### src/rtl/riscv_pkg.sv
// Shared constants for the hazard controller: opcodes, forward-select encodings, FSM states.
// Build option HAZARD_LOAD_FWD_EN: forward load data straight into X instead of stalling.
package riscv_pkg;

   localparam logic [6:0] OP     = 7'b0110011;
   localparam logic [6:0] OP_IMM = 7'b0010011;
   localparam logic [6:0] LOAD   = 7'b0000011;
   localparam logic [6:0] STORE  = 7'b0100011;
   localparam logic [6:0] BRANCH = 7'b1100011;
   localparam logic [6:0] JAL    = 7'b1101111;
   localparam logic [6:0] JALR   = 7'b1100111;
   localparam logic [6:0] LUI    = 7'b0110111;
   localparam logic [6:0] AUIPC  = 7'b0010111;

   localparam logic [1:0] FWD_RF   = 2'd0;
   localparam logic [1:0] FWD_ALU  = 2'd1;
   localparam logic [1:0] FWD_LOAD = 2'd2;

`ifdef HAZARD_LOAD_FWD_EN
   localparam logic LOAD_FWD_EN = 1'b1;
`else
   localparam logic LOAD_FWD_EN = 1'b0;
`endif

   typedef enum logic {
      RUN     = 1'b0,
      LDSTALL = 1'b1
   } hz_state_e;

   // Register fields are stored already masked: an unused source or a non-writing
   // destination is kept as x0, so a zero field can never produce a match.
   typedef struct packed {
      logic [4:0] rd;
      logic [4:0] rs1;
      logic [4:0] rs2;
      logic       we;
      logic       load;
      logic       valid;
   } x_shadow_t;

   typedef struct packed {
      logic [4:0] rd;
      logic       we;
      logic       load;
      logic       valid;
   } mw_shadow_t;

   // Without load forwarding a load producer in MW can never meet its consumer in X,
   // so the load path falls back to the register file rather than the ALU result.
   function automatic logic [1:0] fwd_sel(input logic match, input logic is_load);
      if (!match)
         return FWD_RF;
      else if (!is_load)
         return FWD_ALU;
      else
         return LOAD_FWD_EN ? FWD_LOAD : FWD_RF;
   endfunction

endpackage

### src/rtl/hazard_decode.sv
// Register-usage decode of one RV32 instruction; x0 is folded into the use/write flags.
module hazard_decode
   import riscv_pkg::*;
(
   input  logic [31:0] inst,
   output logic [4:0]  rs1,
   output logic [4:0]  rs2,
   output logic [4:0]  rd,
   output logic        uses_rs1,
   output logic        uses_rs2,
   output logic        we,
   output logic        load
);

   logic [6:0] opc;

   assign opc = inst[6:0];
   assign rd  = inst[11:7];
   assign rs1 = inst[19:15];
   assign rs2 = inst[24:20];

   assign uses_rs1 = !(opc == LUI || opc == AUIPC || opc == JAL) && (rs1 != 5'd0);
   assign uses_rs2 = (opc == OP || opc == STORE || opc == BRANCH) && (rs2 != 5'd0);
   assign we       = !(opc == STORE || opc == BRANCH) && (rd != 5'd0);
   assign load     = (opc == LOAD);

endmodule

### src/rtl/hazard_ctrl.sv
// Pipeline hazard control: writeback bypass to D, X operand forwarding, load-use stall, flush.
// Build option HAZARD_LOAD_FWD_EN (see riscv_pkg) removes the load-use stall.
module hazard_ctrl
   import riscv_pkg::*;
(
   input  logic        clk,
   input  logic        rst,
   input  logic [31:0] d_inst,
   input  logic        d_valid,
   input  logic        x_flush,
   input  logic        stall_ext,
   output logic        wb2d_a,
   output logic        wb2d_b,
   output logic [1:0]  x_fwd_a,
   output logic [1:0]  x_fwd_b,
   output logic        stall_d,
   output logic        kill_x,
   output logic [31:0] stall_cnt,
   output logic [31:0] flush_cnt,
   output logic        dbg_state
);

   logic [4:0] d_rs1, d_rs2, d_rd;
   logic       d_uses_rs1, d_uses_rs2, d_we, d_load;

   hazard_decode u_dec (
      .inst     (d_inst),
      .rs1      (d_rs1),
      .rs2      (d_rs2),
      .rd       (d_rd),
      .uses_rs1 (d_uses_rs1),
      .uses_rs2 (d_uses_rs2),
      .we       (d_we),
      .load     (d_load)
   );

   hz_state_e  state;
   x_shadow_t  x_q;
   mw_shadow_t mw_q;
   logic [31:0] stall_cnt_q, flush_cnt_q;

   logic flush_acc, load_use, load_stall, stall_raw, kill_raw;
   logic mw_hit_a, mw_hit_b, x_hit_a, x_hit_b, d_hit_a, d_hit_b;

   // A flush seen while frozen is dropped; the branch still sits in X and re-asserts.
   assign flush_acc = x_flush & ~stall_ext;

   assign d_hit_a = d_uses_rs1 & (d_rs1 == x_q.rd);
   assign d_hit_b = d_uses_rs2 & (d_rs2 == x_q.rd);
   assign load_use = d_valid & x_q.valid & x_q.load & x_q.we & (x_q.rd != 5'd0)
                   & (d_hit_a | d_hit_b);
   assign load_stall = load_use & ~LOAD_FWD_EN & (state == RUN);

   // Flush wins over load-use: the dependent instruction in D is on the wrong path.
   assign stall_raw = load_stall & ~flush_acc;
   assign kill_raw  = flush_acc | load_stall;

   assign mw_hit_a = mw_q.valid & mw_q.we & d_uses_rs1 & (d_rs1 == mw_q.rd);
   assign mw_hit_b = mw_q.valid & mw_q.we & d_uses_rs2 & (d_rs2 == mw_q.rd);

   assign x_hit_a = x_q.valid & (x_q.rs1 != 5'd0) & mw_q.valid & mw_q.we
                  & (x_q.rs1 == mw_q.rd);
   assign x_hit_b = x_q.valid & (x_q.rs2 != 5'd0) & mw_q.valid & mw_q.we
                  & (x_q.rs2 == mw_q.rd);

   // Every output reads zero during the reset cycle, regardless of stored state.
   assign wb2d_a    = ~rst & mw_hit_a;
   assign wb2d_b    = ~rst & mw_hit_b;
   assign x_fwd_a   = rst ? FWD_RF : fwd_sel(x_hit_a, mw_q.load);
   assign x_fwd_b   = rst ? FWD_RF : fwd_sel(x_hit_b, mw_q.load);
   assign stall_d   = ~rst & stall_raw;
   assign kill_x    = ~rst & kill_raw;
   assign stall_cnt = rst ? 32'd0 : stall_cnt_q;
   assign flush_cnt = rst ? 32'd0 : flush_cnt_q;
   assign dbg_state = ~rst & (state == LDSTALL);

   always_ff @(posedge clk) begin
      if (rst) begin
         state       <= RUN;
         x_q         <= '0;
         mw_q        <= '0;
         stall_cnt_q <= 32'd0;
         flush_cnt_q <= 32'd0;
      end else begin
         if (stall_raw || stall_ext)
            stall_cnt_q <= stall_cnt_q + 32'd1;

         if (!stall_ext) begin
            mw_q.rd    <= x_q.rd;
            mw_q.we    <= x_q.we;
            mw_q.load  <= x_q.load;
            mw_q.valid <= x_q.valid;

            if (kill_raw) begin
               x_q <= '0;
            end else begin
               x_q.rd    <= d_we ? d_rd : 5'd0;
               x_q.rs1   <= d_uses_rs1 ? d_rs1 : 5'd0;
               x_q.rs2   <= d_uses_rs2 ? d_rs2 : 5'd0;
               x_q.we    <= d_we;
               x_q.load  <= d_load;
               x_q.valid <= d_valid;
            end

            if (flush_acc)
               flush_cnt_q <= flush_cnt_q + 32'd1;

            // LDSTALL lasts exactly one unfrozen cycle: the load has moved to MW.
            if (state == LDSTALL || flush_acc)
               state <= RUN;
            else if (load_stall)
               state <= LDSTALL;
         end
      end
   end

endmodule

### config.mk
export PLATFORM = sky130hd
export DESIGN_NAME = hazard_ctrl
export DESIGN_NICKNAME = d
export VERILOG_FILES = /design/src/rtl/riscv_pkg.sv /design/src/rtl/hazard_decode.sv /design/src/rtl/hazard_ctrl.sv
export SDC_FILE = /design/constraint.sdc
export NUM_CORES = 1
export LEC_CHECK = 0
export BUFFER_PORTS_ARGS = -buffer_cell sky130_fd_sc_hd__clkbuf_2
export CAP_MARGIN = 20
export CORE_MARGIN = 5
export CORE_UTILIZATION = 35
export DETAILED_ROUTE_END_ITERATION = 8
export GPL_TIMING_DRIVEN = 0
export PLACE_DENSITY = 0.58
export SLEW_MARGIN = 10
export SYNTH_ARGS = -nofsm -noshare
export SYNTH_HDL_FRONTEND = slang
export SYNTH_SLANG_ARGS = --single-unit
### constraint.sdc
create_clock -name clk -period 4.62 [get_ports clk]
set_input_delay 0.231 -clock clk [delete_from_list [all_inputs] [get_ports clk]]
set_output_delay 0.231 -clock clk [all_outputs]
set_load 0.02 [all_outputs]
==> results of run 1 <==
[worst reg2reg max path: cells and delay by family, from the launching register on]
kind | cells | cell delay, ns
simple gates | 3 | 0.78
compound gates | 2 | 0.53
flops | 1 | 0.37
mux | 1 | 0.32
buf+inv | 1 | 0.30
[where the power goes]
part	internal, W	leakage [nW]	switching (W)
registers	0.000793	0.735	0.00000895
logic	0.0000437	1.46	0.0000837
clock network	0.000360	0.117	0.000290
[synthesized netlist by cell type, drive strengths merged, types with 2 or more instances]
cell type	count
dfxtp	91
nor2	87
nor2b	61
nand2	43
a21oi	29
nand3	29
xnor2	29
xor2	27
clkbuf	26
nor3	20
nand4	19
o21ai	18
mux2	16
buf	14
and3	12
or3	12
inv	11
or4	11
mux2i	10
a32oi	7
nor4	6
o31ai	5
and4	4
and2	2
and4b	2
ha	2
o211ai	2
o22ai	2
[state kept, by name, indices dropped and copies added, names as in the netlist]
signal,count
x_q,18
mw_q,8
state,1
flush_cnt_q,32
stall_cnt_q,32
[cell type report]
| class | count | area, um^2 |
|---|---|---|
| sequential | 91 | 1820 |
| clock buffer | 14 | 244 |
| timing repair buffer | 96 | 480 |
| multi-input combinational | 463 | 2840 |
| inverter | 11 | 41.3 |
| fill | 1432 | 7950 |
| tap | 180 | 225 |
| buffer | 40 | 171 |
[path summary, 6_finish.rpt]
kind | from | endpoint | slack [ns]
max | rst | kill_x | 2.00
min reg2reg | x_q[5] | x_q[5] | 0.48
min | d_inst[7] | x_q[13] | 0.19
max reg2reg | x_q[14] | stall_cnt_q[30] | 2.20
[cell families (layout without fill, tap and decap cells)]
kind of cell,Yosys count,count (layout),share of synthesized area (%)
and+or+nand+nor,312,312,33.1
DFF,91,91,37.4
AOI/OAI and AO/OA,65,65,8.71
xor gates and xnor gates,56,56,10.1
buffers and inverters,51,161,4.37
muxes,26,26,5.75
adders and majority gates,2,2,0.514
other,1,2,0.0770
[metal layers]
layer	global-route usage [%]	part of all wire, %	up-vias
li1	-	-	2286
met1	21.8	45	2177
met2	28.4	47	118
met3	2.96	5.5	24
met4	7.68	2.6	0
met5	0	0	-
[metrics by stage]
| step | total power [W] | area (um^2) | setup slack (ns) |
|---|---|---|---|
| 6_report | 0.00158 | 5820 | 2.00 |
| 5_1_grt | 0.00164 | 5820 | 1.73 |
| 4_1_cts | 0.00159 | 5820 | 1.90 |
| 3_5_place_dp | 0.000947 | 5580 | 1.90 |
| 3_3_place_gp | 0.000943 | 5580 | 1.95 |
| 2_1_floorplan | 0.000896 | 4870 | 2.55 |
[layout by cell type (no fill, tap or decap), drive strengths merged, types with 2 or more instances in the layout]
master and count:
nor2b 61, and2 2, and4b 2, xnor2 29
o21ai 18, o211ai 2, buf 14, and4 4
mux2 16, or4 11, clkbuf 136, inv 11
o31ai 5, nand3 29, ha 2, a21oi 29
and3 12, dfxtp 91, nor4 6, or3 12
conb 2, nor2 87, xor2 27, nand2 43
mux2i 10, nor3 20, nand4 19, o22ai 2
a32oi 7
==> out/metrics.yaml, run 1 <==
status: "completed"
worstPathCellList: "clkbuf_1 -> clkbuf_1 -> clkbuf_1 -> clkbuf_1 -> nor2_1 -> clkbuf_2"
cts_tree: "built"
dominantRegCellSynth: "dfxtp_1"
ctsLongestPathBuffers: 2
nets: 751
critPathLaunchType: "input pin"
max_stage_delay_ns: 0.52
post-route-period-util_pct: 56.8
routedWlPerCell_um: 15.4
tightestPinTransition_ns: 0.636
root_buffer: "clkbuf_16"
synth_area_leader_cell: "dfxtp_1"
path_max_fanout: 10
cts_resized: 0
io_buffers: 96
ys_seq_elements: 91
ant_nets: 0
slew_headroom_pct: 57.6
p_leak_nw: 2.31
drc: 0
fmax_mhz: 381
setup_viol_count_final: 0
final_layout_size_suffix_gt1_share_pct: 18.6
gp_congestion: 0.888
tns_ns: 0
grt.overflow.total: 0
grt_usage_pct: 17.2
grt_setup_unrepaired: "no"
critPathKind: "in -> out"
grt_first_pass_wirelength_um: 22600
initialDrtViolationCount: 234
irDropWorstVdd_uv: 121
fin_cells: 895
synthDistinctLibCells: 45
final_max_slew_viol_count: 0
dp_cells: 881
grt_pass1_vias: 4619
die_w_um: 128
antenna_cells: 0
synth_edf_count: 0
initial_core_util_pct: 35.4
power_density_nw_per_um2: 271
area_delta_synth_final_pct: 19.6
core_um2: 13800
path_depth: 6
yosys-top-cells-area: "dfxtp_1 (37%), nor2b_1 (7.8%), nor2_1 (6.7%), xnor2_1 (5.2%), xor2_1 (4.9%)"
cts_htree_levels: 3
clock_skew_ns: 0.00887
hold_violations: 0
dp_hpwl_um: 10500
postCtsHoldBufs: 0
fin_util_pct: 42.3
rows: 43
drv_cap: 0
crit_top_cell: "clkbuf_1"
dr_total_vias: 4605
critPathRequiredTime_ns: 4.39
numCtsBuffers: 9
die_h_um: 128
crit_buf_inv: 5
syn_avg_cell_area_um2: 8.06
drt-total-wl_um: 13800
grt_max_degree: 13
worstPathArrival_ns: 2.39
hold_path.class: "in -> reg"
firstDrtPassIters: 4
avgViaCountPerCell: 5.15
critical-path-top-delay-family: "buffers and inverters"
reg2regPathDepth: 7
yosys_warnings: 0
antenna_found_initial: 0
pin_count: 110
yosys.area.top_type_share_pct: 37.4
finalCriticalPeriod_ns: 2.62
async_reset_ff_share_pct: 0
post_cts_buffers: 0
endpoint_kind: "output port"
syn_area_um2: 4870
min_path_cells: 3
worst_path_max_delay_cell: "clkbuf_1"
die-area_um2: 16400
clkSinkCount: 91
clkLatencyLatePin_ns: 0.35
synth_seq_area_share_pct: 37.4
whs_ns: 0.186
synthCells: 604
clkTransAtPathRegs_ns: 0.06
Note: power is estimated with default switching activity, not from simulation.
==> inputs of run 2 (changes only) <==
--- a/config.mk
+++ b/config.mk
@@ -5,13 +5,14 @@
 export SDC_FILE = /design/constraint.sdc
 export NUM_CORES = 1
 export LEC_CHECK = 0
+export ABC_AREA = 1
 export BUFFER_PORTS_ARGS = -buffer_cell sky130_fd_sc_hd__clkbuf_2
 export CAP_MARGIN = 20
 export CORE_MARGIN = 5
 export CORE_UTILIZATION = 35
 export DETAILED_ROUTE_END_ITERATION = 8
 export GPL_TIMING_DRIVEN = 0
-export PLACE_DENSITY = 0.58
+export PLACE_DENSITY = 0.59
 export SLEW_MARGIN = 10
 export SYNTH_ARGS = -nofsm -noshare
 export SYNTH_HDL_FRONTEND = slang
==> constraint.sdc (replaced) <==
create_clock -name clk -period 2.2 [get_ports clk]
set_input_delay 0.11 -clock clk [delete_from_list [all_inputs] [get_ports clk]]
set_output_delay 0.11 -clock clk [all_outputs]
set_load 0.02 [all_outputs]
==> out/metrics.yaml, run 2 <==
worstPathCellList: "inv_2 -> nand2_1 -> nand2_1 -> nor2_1 -> nand2_1 -> nor2_1 -> nand2_1 -> nand2_2 -> nand2_4 -> buf_6 -> a21oi_2 -> buf_4"
dr_total_vias: 5974  # +30%
worstPathArrival_ns: 1.93  # -0.46 ns
muxShareOfSynthArea_pct: 0  # -5.8 points
yosys.cell_count.top_type: "nand2_1"
drv_cap: 0  # unchanged
finalCriticalPeriod_ns: 2.04
dominantRegCellSynth: "dfxtp_1"
slew_headroom_pct: 52.1  # -5.5 points
die-area_um2: 18700  # +14%
clkLatencyLatePin_ns: 0.35  # about the same
critPathLaunchType: "register"
final_max_slew_viol_count: 0  # unchanged
synthCells: 891  # +48%
async_reset_ff_share_pct: 0  # unchanged
core_um2: 15800  # +15%
crit_top_cell: "nand2_1"
grt_busiest_layer: "met2"
grt_pass1_vias: 5461  # +18%
synth_area_leader_cell: "dfxtp_1"
antenna_found_initial: 0  # unchanged
place_ws_ns: 0.205  # -1.69 ns
met3_usage_pct: 3.13  # +0.17 points
clkTransAtPathRegs_ns: 0.07  # about the same
status: "completed"
die_h_um: 137  # +6.7%
max_stage_delay_ns: 0.40  # -0.12 ns
synth_xor_xnor_area_share_pct: 6.56  # -3.5 points
fmax_mhz: 489
tns_ns: 0  # unchanged
met1_usage_pct: 26.4  # +4.6 points
numCtsBuffers: 9  # unchanged
syn_avg_cell_area_um2: 6.30  # -22%
critPathRequiredTime_ns: 2.09  # -2.30 ns
crit_buf_inv: 3  # -2
path_max_fanout: 10  # unchanged
root_buffer: "clkbuf_16"
final_layout_size_suffix_gt1_share_pct: 14.5  # -4.1 points
dp_hpwl_um: 13600  # +30%
ant_nets: 0  # unchanged
gp_congestion: 0.936  # +5.4%
hold_violations: 0  # unchanged
grt_max_degree: 16  # +3
antenna_cells: 0  # unchanged
synth_common_cells: "nand2_1 (173), nor2_1 (156), inv_1 (109)"
final_common_cell: "nand2_1"
endpoint_kind: "output port"
yosys.area.top_type_share_pct: 32.5  # -4.9 points
synth_edf_count: 0  # unchanged
final_cell_mix: "nand2_1 (173), nor2_1 (156), inv_1 (109), clkbuf_2 (95), dfxtp_1 (86)"
power_density_nw_per_um2: 536  # +98%
initialDrtViolationCount: 402  # +72%
firstDrtPassIters: 6  # +2
syn_area_um2: 5610  # +15%
postCtsHoldBufs: 0  # unchanged
synth_seq_area_share_pct: 32.5  # -4.9 points
critPathKind: "reg -> out"
postLayoutSetupSlackWorst_ns: 0.155  # -1.84 ns
p_leak_nw: 2.62  # +13%
setup_viol_count_final: 0  # unchanged
initial_core_util_pct: 35.4  # +0.074 points
yosys-top-cells-area: "dfxtp_1 (32%), nand2_1 (12%), nor2_1 (10%), inv_1 (7.3%), a21oi_1 (6.8%)"
rows: 46  # +7.0%
irDropWorstVdd_uv: 395  # +230%
post-route-period-util_pct: 92.9
top_regs: "flush_cnt_q (32), stall_cnt_q (32), x_q (18)"
routedWlPerCell_um: 14.2  # -8.0%
pin_count: 110  # unchanged
hold_path.class: "in -> reg"
worst_path_max_delay_cell: "dfxtp_4"
synthDistinctLibCells: 41  # -8.9%
nFillCells: 1749  # +22%
synth_top_family_by_area: "simple AND/OR/NAND/NOR gates"
avgViaCountPerCell: 4.90  # -4.8%
die_w_um: 137  # +6.7%
yosys_warnings: 0  # unchanged
nets: 1037  # +38%
clkSinkCount: 91  # unchanged
cts_htree_levels: 3  # unchanged
grt_setup_unrepaired: "no"
synth-compound-area-share_pct: 11.7  # +3.0 points
tightestPinTransition_ns: 0.714  # +0.0777 ns
drc: 0  # unchanged
post_cts_buffers: 0  # unchanged
grt_usage_pct: 18.7  # +1.5 points
synth-simple-area-share_pct: 38.1  # +4.9 points
critical-path-top-delay-family: "simple AND/OR/NAND/NOR gates"
cts_tree: "built"
grt.met2_usage_pct: 29.3  # +0.84 points
grt_first_pass_wirelength_um: 27900  # +23%
grt.overflow.total: 0  # unchanged
ctsLongestPathBuffers: 2  # unchanged
area_delta_synth_final_pct: 19.1
drt-total-wl_um: 17300  # +25%
ys_seq_elements: 91  # unchanged
io_buffers: 96  # unchanged
synth_adder_area_share_pct: 0.446  # -0.068 points
clock_skew_ns: 0.0101  # +0.00128 ns
run 2: layout make-up:
cell class	instances	area [um^2]	share of cell area, %
Timing Repair Buffer	96	483	7.23
Clock buffer	12	267	3.99
Buffer	36	175	2.62
Inverter	113	425	6.37
Clock inverter	4	33.8	0.506
Sequential cell	91	1830	27.4
Tap cell	216	270	4.04
Multi-Input combinational cell	651	3200	47.9
run 2: kinds of logic (layout without fill, tap and decap cells):
kind of cell             Yosys count  count (layout)
AO/OA/AOI/OAI                    123             123
XOR/XNOR                          42              42
adder cells (fa/ha/maj)            2               2
buffers and inverters            150             261
flip-flops                        91              91
other                              1               2
AND/OR/NAND/NOR                  482             482
run 2: final timing paths:
check,from,endpoint,slack (ns),cells past startpoint
setup / recovery,x_q[14],kill_x,0.16,12
hold / removal,d_inst[8],x_q[14],0.05,3
setup reg to reg,flush_cnt_q[0],flush_cnt_q[30],0.27,10
hold reg to reg,x_q[11],x_q[11],0.48,2
run 2: power breakdown:
group / switching (W) / internal, W / total (W)
combinational: 0.000230 / 0.000104 / 0.000335
clock: 0.000683 / 0.000865 / 0.00155
sequential: 0.0000282 / 0.00167 / 0.00170
total: 0.000942 / 0.00264 / 0.00358
run 2: through the flow:
stage,util (%),instance area [um^2],hold WS (ns),instances,power [W]
detailed placement,40.2,6360,0.408,1204,0.00207
floorplan,-,5610,0.273,892,0.00195
global placement,40.2,6360,0.418,1204,0.00207
global route,42.2,6680,0.0465,1219,0.00373
CTS,42.2,6680,0.0352,1220,0.00361
finish,42.2,6680,0.0477,1219,0.00358
run 2: per-layer routing:
layer / up-vias / wire, um
li1: 3096 / -
met1: 2711 / 8410
met2: 146 / 7750
met3: 21 / 873
met4: 0 / 256
met5: - / 0
run 2: repair_timing:
item	CTS	global route
pin swaps	0	1
gates resized for setup	8	3
setup endpoints to repair	1	2
run 2: worst register-to-register path: stages (launching register included):
cell	delay, ns
dfxtp_1	0.39
ha_1	0.22
nand3_1	0.15
nor2_4	0.16
nand2_2	0.09
nor2_2	0.13
nand2_1	0.11
nor2_2	0.19
nand2_2	0.10
nor3_1	0.20
nor3b_2	0.07
==> inputs of run 3 (changes only) <==
--- a/config.mk
+++ b/config.mk
@@ -12,6 +12,7 @@
 export CORE_UTILIZATION = 35
 export DETAILED_ROUTE_END_ITERATION = 8
 export GPL_TIMING_DRIVEN = 0
+export HOLD_SLACK_MARGIN = 0.08
 export PLACE_DENSITY = 0.59
 export SLEW_MARGIN = 10
 export SYNTH_ARGS = -nofsm -noshare
==> out/metrics.yaml, run 3 (synthesis results as in run 2) <==
status: "completed"
hold_path.class: "in -> reg"
post-route-period-util_pct: 92.5  # -0.45 points
hold_violations: 0  # unchanged
drt-total-wl_um: 17300  # +0.28%
critPathRequiredTime_ns: 2.09  # about the same
final_cell_area_um2: 6740  # +0.90%
avgViaCountPerCell: 4.91  # +0.23%
final_layout_size_suffix_gt1_share_pct: 14.4  # -0.086 points
cts_htree_levels: 3  # unchanged
initial_core_util_pct: 35.4  # unchanged
ctsLongestPathBuffers: 2  # unchanged
antenna_cells: 0  # unchanged
cts_tree: "built"
finalCriticalPeriod_ns: 2.03  # -0.00997 ns
core_um2: 15800  # unchanged
grt_pass1_vias: 5500  # +0.71%
dr_total_vias: 6017  # +0.72%
final_max_slew_viol_count: 0  # unchanged
worstPathArrival_ns: 1.92  # about the same
initialDrtViolationCount: 386  # -4.0%
grt_usage_pct: 18.7  # +0.085 points
fmax_mhz: 491  # +0.49%
irDropWorstVdd_uv: 390  # -1.3%
setup_viol_count_final: 0  # unchanged
grt_max_degree: 16  # unchanged
die_h_um: 137  # unchanged
numCtsBuffers: 9  # unchanged
clkSinkCount: 91  # unchanged
critPathLaunchType: "register"
grt.overflow.total: 0  # unchanged
placed_cell_area_um2: 6360  # unchanged
area_delta_synth_final_pct: 20.2
drc: 0  # unchanged
p_leak_nw: 2.64  # +0.96%
place_ws_ns: 0.205  # unchanged
power_density_nw_per_um2: 532  # -0.75%
top_regs: "flush_cnt_q (32), stall_cnt_q (32), x_q (18)"
grt_first_pass_wirelength_um: 28000  # +0.45%
slew_headroom_pct: 50.7  # -1.4 points
pin_count: 110  # unchanged
clkLatencyLatePin_ns: 0.35  # about the same
final_common_cell: "nand2_1"
tns_ns: 0  # unchanged
die_w_um: 137  # unchanged
ant_nets: 0  # unchanged
routedWlPerCell_um: 14.2  # -0.21%
io_buffers: 96  # unchanged
tightestPinTransition_ns: 0.735  # +0.0208 ns
root_buffer: "clkbuf_16"
clkTransAtPathRegs_ns: 0.07  # about the same
final_cell_mix: "nand2_1 (173), nor2_1 (156), inv_1 (109), clkbuf_2 (95), dfxtp_1 (86)"
die-area_um2: 18700  # unchanged
grt_setup_unrepaired: "no"
firstDrtPassIters: 5  # -1
postLayoutSetupSlackWorst_ns: 0.165  # +0.00997 ns
nets: 1043  # +0.58%
path_max_fanout: 10  # unchanged
rows: 46  # unchanged
clock_skew_ns: 0.0118  # +0.00167 ns
gp_congestion: 0.936  # unchanged
endpoint_kind: "output port"
critPathKind: "reg -> out"
antenna_found_initial: 0  # unchanged
dp_hpwl_um: 13600  # unchanged
drv_cap: 0  # unchanged
-- run 3: changes by cell type in the layout (fill, tap and decap cells not counted), sizes merged --
cell         before  now
dlygate4sd3       0    6
-- run 3: worst max-delay path, stage by stage, from the launching register on --
cell and delay [ns]:
dfxtp_2 0.39, inv_2 0.06, nand2_1 0.05, nand2_1 0.05, nor2_1 0.09, nand2_1 0.06, nor2_1 0.09, nand2_1 0.07
nand2_2 0.12, nand2_4 0.11, buf_6 0.17, a21oi_2 0.16, buf_4 0.17
-- run 3: power by group --
part           switching (W)  total, W  internal (W)
combinational       0.000231  0.000342      0.000111
clock               0.000680   0.00155      0.000865
sequential         0.0000279   0.00170       0.00167
total               0.000939   0.00359       0.00265
-- run 3: path summary, 6_finish.rpt --
| path | startpoint | endpoint | cells after the start | slack (ns) |
|---|---|---|---|---|
| max | x_q[17] | kill_x | 12 | 0.17 |
| min | d_inst[4] | x_q[1] | 4 | 0.17 |
| max reg2reg | flush_cnt_q[0] | flush_cnt_q[30] | 10 | 0.28 |
| min reg2reg | x_q[11] | x_q[11] | 2 | 0.48 |
-- run 3: layout make-up --
type | instances | area [um^2]
fillers | 1743 | 9080
multi-input cells | 651 | 3200
flip-flops and latches | 91 | 1830
repair buffers | 102 | 543
inverters | 113 | 425
well taps | 216 | 270
clock buffers | 12 | 267
plain buffers | 36 | 175
clock inverters | 4 | 33.8
-- run 3: repair_timing --
item,4_1_cts,5_1_grt
hold buffers,6,0
gates resized for setup,8,3
pin swaps,0,1
setup endpoints to repair,1,2
endpoints found under the hold margin,6,0
setup buffers,0,0
-- run 3: metal layers --
metal  vias up  track usage, %  part of all wire [%]
met4         0            5.04                   1.7
li1       3109               -                     -
met1      2714            26.5                    48
met5         -               0                     0
met2       169            29.6                    45
met3        25            3.09                   5.0
-- run 3: per-stage QoR --
stage / hold WS (ns) / instances / util [%] / power (W)
floorplan: 0.273 / 892 / - / 0.00195
global placement: 0.418 / 1204 / 40.2 / 0.00207
detailed placement: 0.408 / 1204 / 40.2 / 0.00207
CTS: 0.164 / 1226 / 42.6 / 0.00362
global route: 0.177 / 1225 / 42.6 / 0.00374
finish: 0.172 / 1225 / 42.6 / 0.00359
